[src/rtl/stage_sequencer_if.sv]
// Handshake bundle between the stage sequencer and its pipeline stages.
// Carries per-stage ready/start/reset/valid bits, global jump/stall and the perf counters.
interface stage_sequencer_if #(
    parameter int unsigned STAGES      = 5,
    parameter int unsigned COUNT_WIDTH = 32
);
    logic [STAGES-1:0]      readyBitsIn;
    logic                   jumpLatchIn;
    logic                   stallIn;
    logic [STAGES-1:0]      startBitsOut;
    logic [STAGES-1:0]      resetBitsOut;
    logic [STAGES-1:0]      validBitsOut;
    logic                   retireOut;
    logic [COUNT_WIDTH-1:0] retiredCountOut;
    logic [COUNT_WIDTH-1:0] flushCountOut;

    modport master (
        output readyBitsIn, jumpLatchIn, stallIn,
        input  startBitsOut, resetBitsOut, validBitsOut, retireOut,
        input  retiredCountOut, flushCountOut
    );

    modport slave (
        input  readyBitsIn, jumpLatchIn, stallIn,
        output startBitsOut, resetBitsOut, validBitsOut, retireOut,
        output retiredCountOut, flushCountOut
    );
endinterface

[src/rtl/stage_sequencer.sv]
// Sequences items through a linear pipeline of STAGES stages with jump flush and stall.
// Define STAGE_SEQUENCER_PERF_EN to build the retired/flush performance counters.
module stage_sequencer #(
    parameter int unsigned STAGES      = 5,
    parameter int unsigned COUNT_WIDTH = 32
) (
    input logic              clockIn,
    input logic              resetIn,
    stage_sequencer_if.slave bus
);
    typedef enum logic [1:0] {StIdle, StArmed, StBusy, StDone} stage_state_e;

    stage_state_e      r_state   [STAGES];
    stage_state_e      w_state_d [STAGES];
    logic [STAGES-1:0] w_leave;
    logic [STAGES-1:0] w_accept;
    logic [STAGES-1:0] w_start;
    logic [STAGES-1:0] w_reset;
    logic [STAGES-1:0] w_valid;
    logic              w_move_ok;
    logic              w_retire;
    int unsigned       w_idx;

    always_comb begin
        w_move_ok = !resetIn && !bus.stallIn && !bus.jumpLatchIn;
        w_leave   = '0;
        w_accept  = '0;
        w_start   = '0;
        w_valid   = '0;
        w_idx     = 0;

        // Acceptance ripples from the last stage back to stage 0 within the cycle.
        // A jump does not block the last stage from retiring.
        w_leave[STAGES-1]  = (r_state[STAGES-1] == StDone) && !resetIn && !bus.stallIn;
        w_accept[STAGES-1] = (r_state[STAGES-1] == StIdle) || w_leave[STAGES-1];
        for (int unsigned j = 0; j < STAGES - 1; j++) begin
            w_idx           = STAGES - 2 - j;
            w_leave[w_idx]  = (r_state[w_idx] == StDone) && w_accept[w_idx+1] && w_move_ok;
            w_accept[w_idx] = (r_state[w_idx] == StIdle) || w_leave[w_idx];
        end

        w_start[0] = w_accept[0] && w_move_ok;
        for (int unsigned i = 1; i < STAGES; i++) begin
            w_start[i] = w_leave[i-1];
        end
        w_retire = w_leave[STAGES-1];

        if (resetIn) begin
            w_reset = '1;
        end else if (bus.jumpLatchIn) begin
            w_reset = {1'b0, {(STAGES-1){1'b1}}};
        end else begin
            w_reset = '0;
        end

        for (int unsigned i = 0; i < STAGES; i++) begin
            w_valid[i]   = (r_state[i] != StIdle);
            w_state_d[i] = r_state[i];
            case (r_state[i])
                StArmed: w_state_d[i] = StBusy;
                StBusy:  if (bus.readyBitsIn[i]) w_state_d[i] = StDone;
                default: w_state_d[i] = r_state[i];
            endcase
            if (w_leave[i]) w_state_d[i] = StIdle;
            if (w_start[i]) w_state_d[i] = StArmed;
            if (bus.jumpLatchIn && (i < STAGES - 1)) w_state_d[i] = StIdle;
        end
    end

    always_ff @(posedge clockIn) begin
        for (int unsigned i = 0; i < STAGES; i++) begin
            if (resetIn) begin
                r_state[i] <= StIdle;
            end else begin
                r_state[i] <= w_state_d[i];
            end
        end
    end

    assign bus.startBitsOut = w_start;
    assign bus.resetBitsOut = w_reset;
    assign bus.validBitsOut = w_valid;
    assign bus.retireOut    = w_retire;

`ifdef STAGE_SEQUENCER_PERF_EN
    logic [COUNT_WIDTH-1:0] r_retired_cnt;
    logic [COUNT_WIDTH-1:0] r_flush_cnt;

    always_ff @(posedge clockIn) begin
        if (resetIn) begin
            r_retired_cnt <= '0;
            r_flush_cnt   <= '0;
        end else begin
            if (w_retire)        r_retired_cnt <= r_retired_cnt + COUNT_WIDTH'(1);
            if (bus.jumpLatchIn) r_flush_cnt   <= r_flush_cnt + COUNT_WIDTH'(1);
        end
    end

    assign bus.retiredCountOut = r_retired_cnt;
    assign bus.flushCountOut   = r_flush_cnt;
`else
    assign bus.retiredCountOut = '0;
    assign bus.flushCountOut   = '0;
`endif
endmodule
[src/flat_wrapper.sv]
// flat-port wrapper written by rule: the top's interface ports become plain ports
module stage_sequencer_flat 
#(
    parameter int unsigned STAGES      = 5,
    parameter int unsigned COUNT_WIDTH = 32
)
  (clockIn, resetIn, bus_readyBitsIn, bus_jumpLatchIn, bus_stallIn, bus_startBitsOut, bus_resetBitsOut, bus_validBitsOut, bus_retireOut, bus_retiredCountOut, bus_flushCountOut);
  stage_sequencer_if #(.STAGES(STAGES), .COUNT_WIDTH(COUNT_WIDTH)) bus_i ();
  input logic clockIn;
  input logic resetIn;
  input wire logic [$bits(bus_i.readyBitsIn)-1:0] bus_readyBitsIn;
  input wire logic [$bits(bus_i.jumpLatchIn)-1:0] bus_jumpLatchIn;
  input wire logic [$bits(bus_i.stallIn)-1:0] bus_stallIn;
  output wire logic [$bits(bus_i.startBitsOut)-1:0] bus_startBitsOut;
  output wire logic [$bits(bus_i.resetBitsOut)-1:0] bus_resetBitsOut;
  output wire logic [$bits(bus_i.validBitsOut)-1:0] bus_validBitsOut;
  output wire logic [$bits(bus_i.retireOut)-1:0] bus_retireOut;
  output wire logic [$bits(bus_i.retiredCountOut)-1:0] bus_retiredCountOut;
  output wire logic [$bits(bus_i.flushCountOut)-1:0] bus_flushCountOut;
  assign bus_i.readyBitsIn = bus_readyBitsIn;
  assign bus_i.jumpLatchIn = bus_jumpLatchIn;
  assign bus_i.stallIn = bus_stallIn;
  assign bus_startBitsOut = bus_i.startBitsOut;
  assign bus_resetBitsOut = bus_i.resetBitsOut;
  assign bus_validBitsOut = bus_i.validBitsOut;
  assign bus_retireOut = bus_i.retireOut;
  assign bus_retiredCountOut = bus_i.retiredCountOut;
  assign bus_flushCountOut = bus_i.flushCountOut;
  stage_sequencer #(.STAGES(STAGES), .COUNT_WIDTH(COUNT_WIDTH)) u_core (.clockIn(clockIn), .resetIn(resetIn), .bus(bus_i));
endmodule
[config.mk]
export PLATFORM = sky130hd
export DESIGN_NAME = stage_sequencer_flat
export DESIGN_NICKNAME = d
export VERILOG_FILES = /design/src/rtl/stage_sequencer_if.sv /design/src/rtl/stage_sequencer.sv /design/src/flat_wrapper.sv
export SDC_FILE = /design/constraint.sdc
export NUM_CORES = 1
export LEC_CHECK = 0
export BUFFER_PORTS_ARGS = -buffer_cell sky130_fd_sc_hd__buf_2
export CORE_MARGIN = 5
export CORE_UTILIZATION = 35
export CTS_CLUSTER_SIZE = 30
export DETAILED_ROUTE_END_ITERATION = 10
export GPL_TIMING_DRIVEN = 0
export PLACE_DENSITY = 0.77
export SETUP_SLACK_MARGIN = 0.1
export SLEW_MARGIN = 20
export SYNTH_ARGS = -nofsm -noshare
export SYNTH_HDL_FRONTEND = slang
export SYNTH_SLANG_ARGS = --single-unit
[constraint.sdc]
create_clock -name clockIn -period 1.9 [get_ports clockIn]
set_clock_uncertainty 0.2 [all_clocks]
set_input_delay 0.285 -clock clockIn [delete_from_list [all_inputs] [get_ports clockIn]]
set_output_delay 0.285 -clock clockIn [all_outputs]
set_load 0.005 [all_outputs]
### Yosys cells after proc, flatten, opt, wreduce, memory -nomap -nowiden

Memory sizes are Yosys's and may differ from the RTL's.
Cells that the tools add are included.

| operators by class | value |
|---|---|
| muxes and demuxes | 34 |
| eq/ne operators | 15 |
| reductions and logical operators | 31 |
| bitwise logic cells | 5 |

Operators with widths:

| cell | count |
|---|---|
| $mux W2 | 24 |
| $eq A2 B2 Y1 const B | 10 |
| $pmux W2 S2 | 5 |
| $logic_and A1 B1 Y1 | 13 |
| $eq A2 B1 Y1 const B | 5 |
| $logic_not A2 Y1 | 5 |
| $reduce_bool A2 Y1 | 5 |
| $logic_or A1 B1 Y1 | 5 |
| $mux W5 | 1 |
| $or A1 B1 Y1 | 5 |
| $mux W4 | 1 |
| $logic_not A1 Y1 | 3 |
| $mux W1 | 3 |

| word-level totals | value |
|---|---|
| logic and storage cells | 86 |
| memories | 1 |
| register bits after elaboration | 0 |
| RAM bits | 10 |

Memory list:

| memory | words | width | read ports | clocked after memory_dff | wr ports | RTL line | source |
|---|---|---|---|---|---|---|---|
| u_core.r_state | 5 | 2 | 5 | 0 | 5 | stage_sequencer.sv:13 | `stage_state_e r_state [STAGES];` |

### Logic depth before layout (Yosys ltp)

An unclocked memory read counts as a cell.

| logic depth | value |
|---|---|
| depth in word-level cells | 21 |
| depth in mapped cells | 6 |
| mapped depth without buffers | 6 |

### Least setup slack after synthesis

OpenSTA, ideal clock, no wires.

| timing | value |
|---|---|
| path kind | reg2out |
| start point | memory u_core.r_state[2][1] (netlist bit) |
| end point | output port bus_startBitsOut[0] |
| path buffers | 0 |
| data required time | 1.415 ns |
| stages on the path, launching flop included | 7 |
| setup slack | 0.081 ns |
| arrival time | 1.334 ns |
| cells stage by stage | dfxtp_1 inv_1 ha_1 o21ai_0 a221o_1 and2_1 nor2_1 |

RTL lines:

| what | RTL line | source |
|---|---|---|
| start, declared | stage_sequencer.sv:13 |  |
| end, declared | flat_wrapper.sv:14 | `output wire logic [$bits(bus_i.startBitsOut)-1:0] bus_startBitsOut;` |

==> results.ini <==
[status]
outcome = finished with violations
violations = negative setup slack

[synth]
synth_top_area_share_pct = 35.7
ys_types = 36
synthAdderAreaFrac_pct = 17.5
synth_cells = 176
synthMuxAreaShare_pct = 2.80
synth_warnings = 0
yosys.area.top_type = buf_4
ys_ff_latch = 10
synth_compound_area_share_pct = 14.9
synthSimpleGateAreaFrac_pct = 9.62
ys.flop_type = dfxtp_1
synth_top_family_by_area = buffers and inverters
ys_seq_area_share_pct = 14.0
synthTopCellsByArea = buf_4 (36%), ha_1 (17%), dfxtp_1 (14%), inv_1 (5.2%), mux2i_1 (2.8%)
async_flop_share_pct = 0
netlist_area_mm2 = 0.00143
synth_edf_count = 0
syn_area_per_cell_um2 = 8.13
synth_xor_xnor_area_share_pct = 0

[route]
dr.pass1.iters = 4
wire_per_inst_um = 9.84
drt-met1-wl_mm = 1.28
wl_met3_um = 339
first_iter_violations = 21
ant_nets = 0
wl_met2_mm = 1.57
dr.max_layer_used = met4
routed_via_density = 3.76
route.vias.total = 1236
drc_errors = 0
routed_wirelength_mm = 3.24

[die]
die_w_um = 74.0
start_util_pct = 36.0
die_y_um = 74.0
dieArea_mm2 = 0.00547
coreArea_mm2 = 0.00397
ios = 89
rows = 23

[placement]
dp.cells = 313
gp_congestion = 0.814
io_buffer_count = 24
hpwl_mm = 2.50

[cells_and_area]
fin_nets = 310
layout-drive-gt1-share_pct = 52.7
layoutNonFillerInstCount = 329
final.fill_count = 361
post-route-util_pct = 54.2
synthToLayoutAreaGrowth_pct = 50.3
largest_reg_flops = 10
top_regs = u_core.r_state (10)
largest_register = u_core.r_state
n_antenna_cell = 0

[timing]
fin_crit_sh_pct = 111
final.setup.worst_slack_ps = -216
setup_viol = 5
whs_ps = 115
rsz0062_at_grt = true
finalHoldViolations = 0
finalCriticalPeriod_ps = 2120
clock.fmax_mhz = 473
tns_ps = -666
drv_slew = 0

[worst_setup_path]
worst-path-max-fanout = 4
rrSetupSlack_ps = -20
startpoint_type = flip-flop
path_class = reg2out
end_kind = output pin
crit_arrival_ps = 1630
cpMaxStageDelayCell = a221o_1
crit_chain = inv_4 -> ha_4 -> o21ai_4 -> a221o_1 -> and2_4 -> nor2_2 -> buf_2
required_ps = 1410
slowest_delay_ps = 390

[global_routing]
grtUsageTotal_pct = 11.5
antenna_found_initial = 0
grt_max_degree = 10
grt-ovfl-total = 0
grt_pass1_vias = 1128
grt_pass1_wl_mm = 5.02

[clock_network]
cts_made_buffers = 3
htree_levels = 1
clkLatencyLatePin_ps = 240
clkSinkCount = 10
root_buffer = clkbuf_8
clk_pin_slew_worst_paths_ps = 40
cts_tree = built
clock_tree.buffer_depth = 2

[hold_path]
hold_path_class = in2reg

[pwr]
power.static_leakage_nw = 1.21
power_density_mw_per_mm2 = 433
power_mw = 0.932
vdd_drop_max_mv = 0.550

[flow_run]
maxCapViolations = 0

## logic make-up (layout without fill, tap and decap cells)
logic type                 after synthesis  in the layout
adders and majority gates               20             20
buffers and inverters                   88            128
DFF                                     10             10
other                                    1             64
and+or+nand+nor                         24             24
AOI/OAI and AO/OA                       29             29
muxes                                    4              4
## placed cells by master, fill, tap and decap left out, types with 3 or more instances in the layout
| cell type | Yosys | routed |
|---|---|---|
| clkbuf_8 | 0 | 3 |
| ha_1 | 20 | 12 |
| inv_4 | 0 | 4 |
| ha_4 | 0 | 7 |
| nor2_2 | 1 | 3 |
| dfxtp_4 | 0 | 4 |
| nor3_1 | 3 | 3 |
| dfxtp_2 | 0 | 4 |
| inv_1 | 20 | 12 |
| buf_6 | 0 | 3 |
| a21oi_1 | 7 | 7 |
| inv_2 | 0 | 4 |
| nor2_1 | 7 | 5 |
| buf_2 | 0 | 24 |
| buf_4 | 68 | 78 |
| o21a_1 | 4 | 4 |
| mux2i_1 | 4 | 4 |
| conb_1 | 1 | 64 |
## report_power, final
group | switching [mW] | internal (mW) | total [mW]
Combinational | 0.184 | 0.261 | 0.445
Sequential | 0.0330 | 0.236 | 0.269
Clock | 0.0804 | 0.138 | 0.219
## worst paths after layout
| path | from | end | depth (start not counted) |
|---|---|---|---|
| setup reg to reg | u_core.r_state[2][0] | u_core.r_state[0][1] | 8 |
| setup / recovery | u_core.r_state[2][0] | bus_startBitsOut[0] | 7 |
| hold reg to reg | u_core.r_state[0][0] | u_core.r_state[0][0] | 2 |
| hold / removal | resetIn | u_core.r_state[4][0] | 2 |
## cell type report
cell class | count | area [um^2] | area share (%)
tap | 50 | 62.6 | 2.91
multi-input combinational | 141 | 1000 | 46.6
timing repair buffer | 37 | 229 | 10.6
inverter | 20 | 85.1 | 3.95
clock buffer | 3 | 41.3 | 1.92
buffer | 68 | 510 | 23.7
sequential | 10 | 220 | 10.2
## metal layers
layer	track usage, %	vias up
met5	0	-
met4	5.84	0
met3	2.30	5
met2	19.0	57
li1	-	646
met1	14.1	528
## stage by stage
stage | setup WS (ps) | instance area [um^2]
2_1_floorplan | 101 | 1670
3_3_place_gp | -127 | 1850
3_5_place_dp | -139 | 1850
4_1_cts | -171 | 2090
5_1_grt | -272 | 2150
6_report | -216 | 2150
## Yosys cell counts (all sizes together), types with 2 or more instances
cell type and number:
nor3 4, inv 20, nand2 2, mux2i 4, ha 20, and2 2, nor2 8, and2b 2
o21a 4, a2111oi 3, o22ai 2, nand2b 2, buf 68, o21ai 4, dfxtp 10, a21oi 7
## what timing repair did
item                                    CTS  global route
cloned                                    0             0
setup buffers                            10             3
pin swaps                                11            10
resized for setup                        40             8
endpoints found under the setup margin   10             9
hold buffers                              0             0
## worst max-delay path: cells and delay by family (launching register included)
family / cells / cell delay (ps)
and+or+nand+nor: 2 / 250
adders and majority gates: 1 / 160
AOI/OAI and AO/OA: 2 / 450
buffers and inverters: 2 / 170
DFF: 1 / 360
Note: power is estimated with default switching activity, not from simulation.
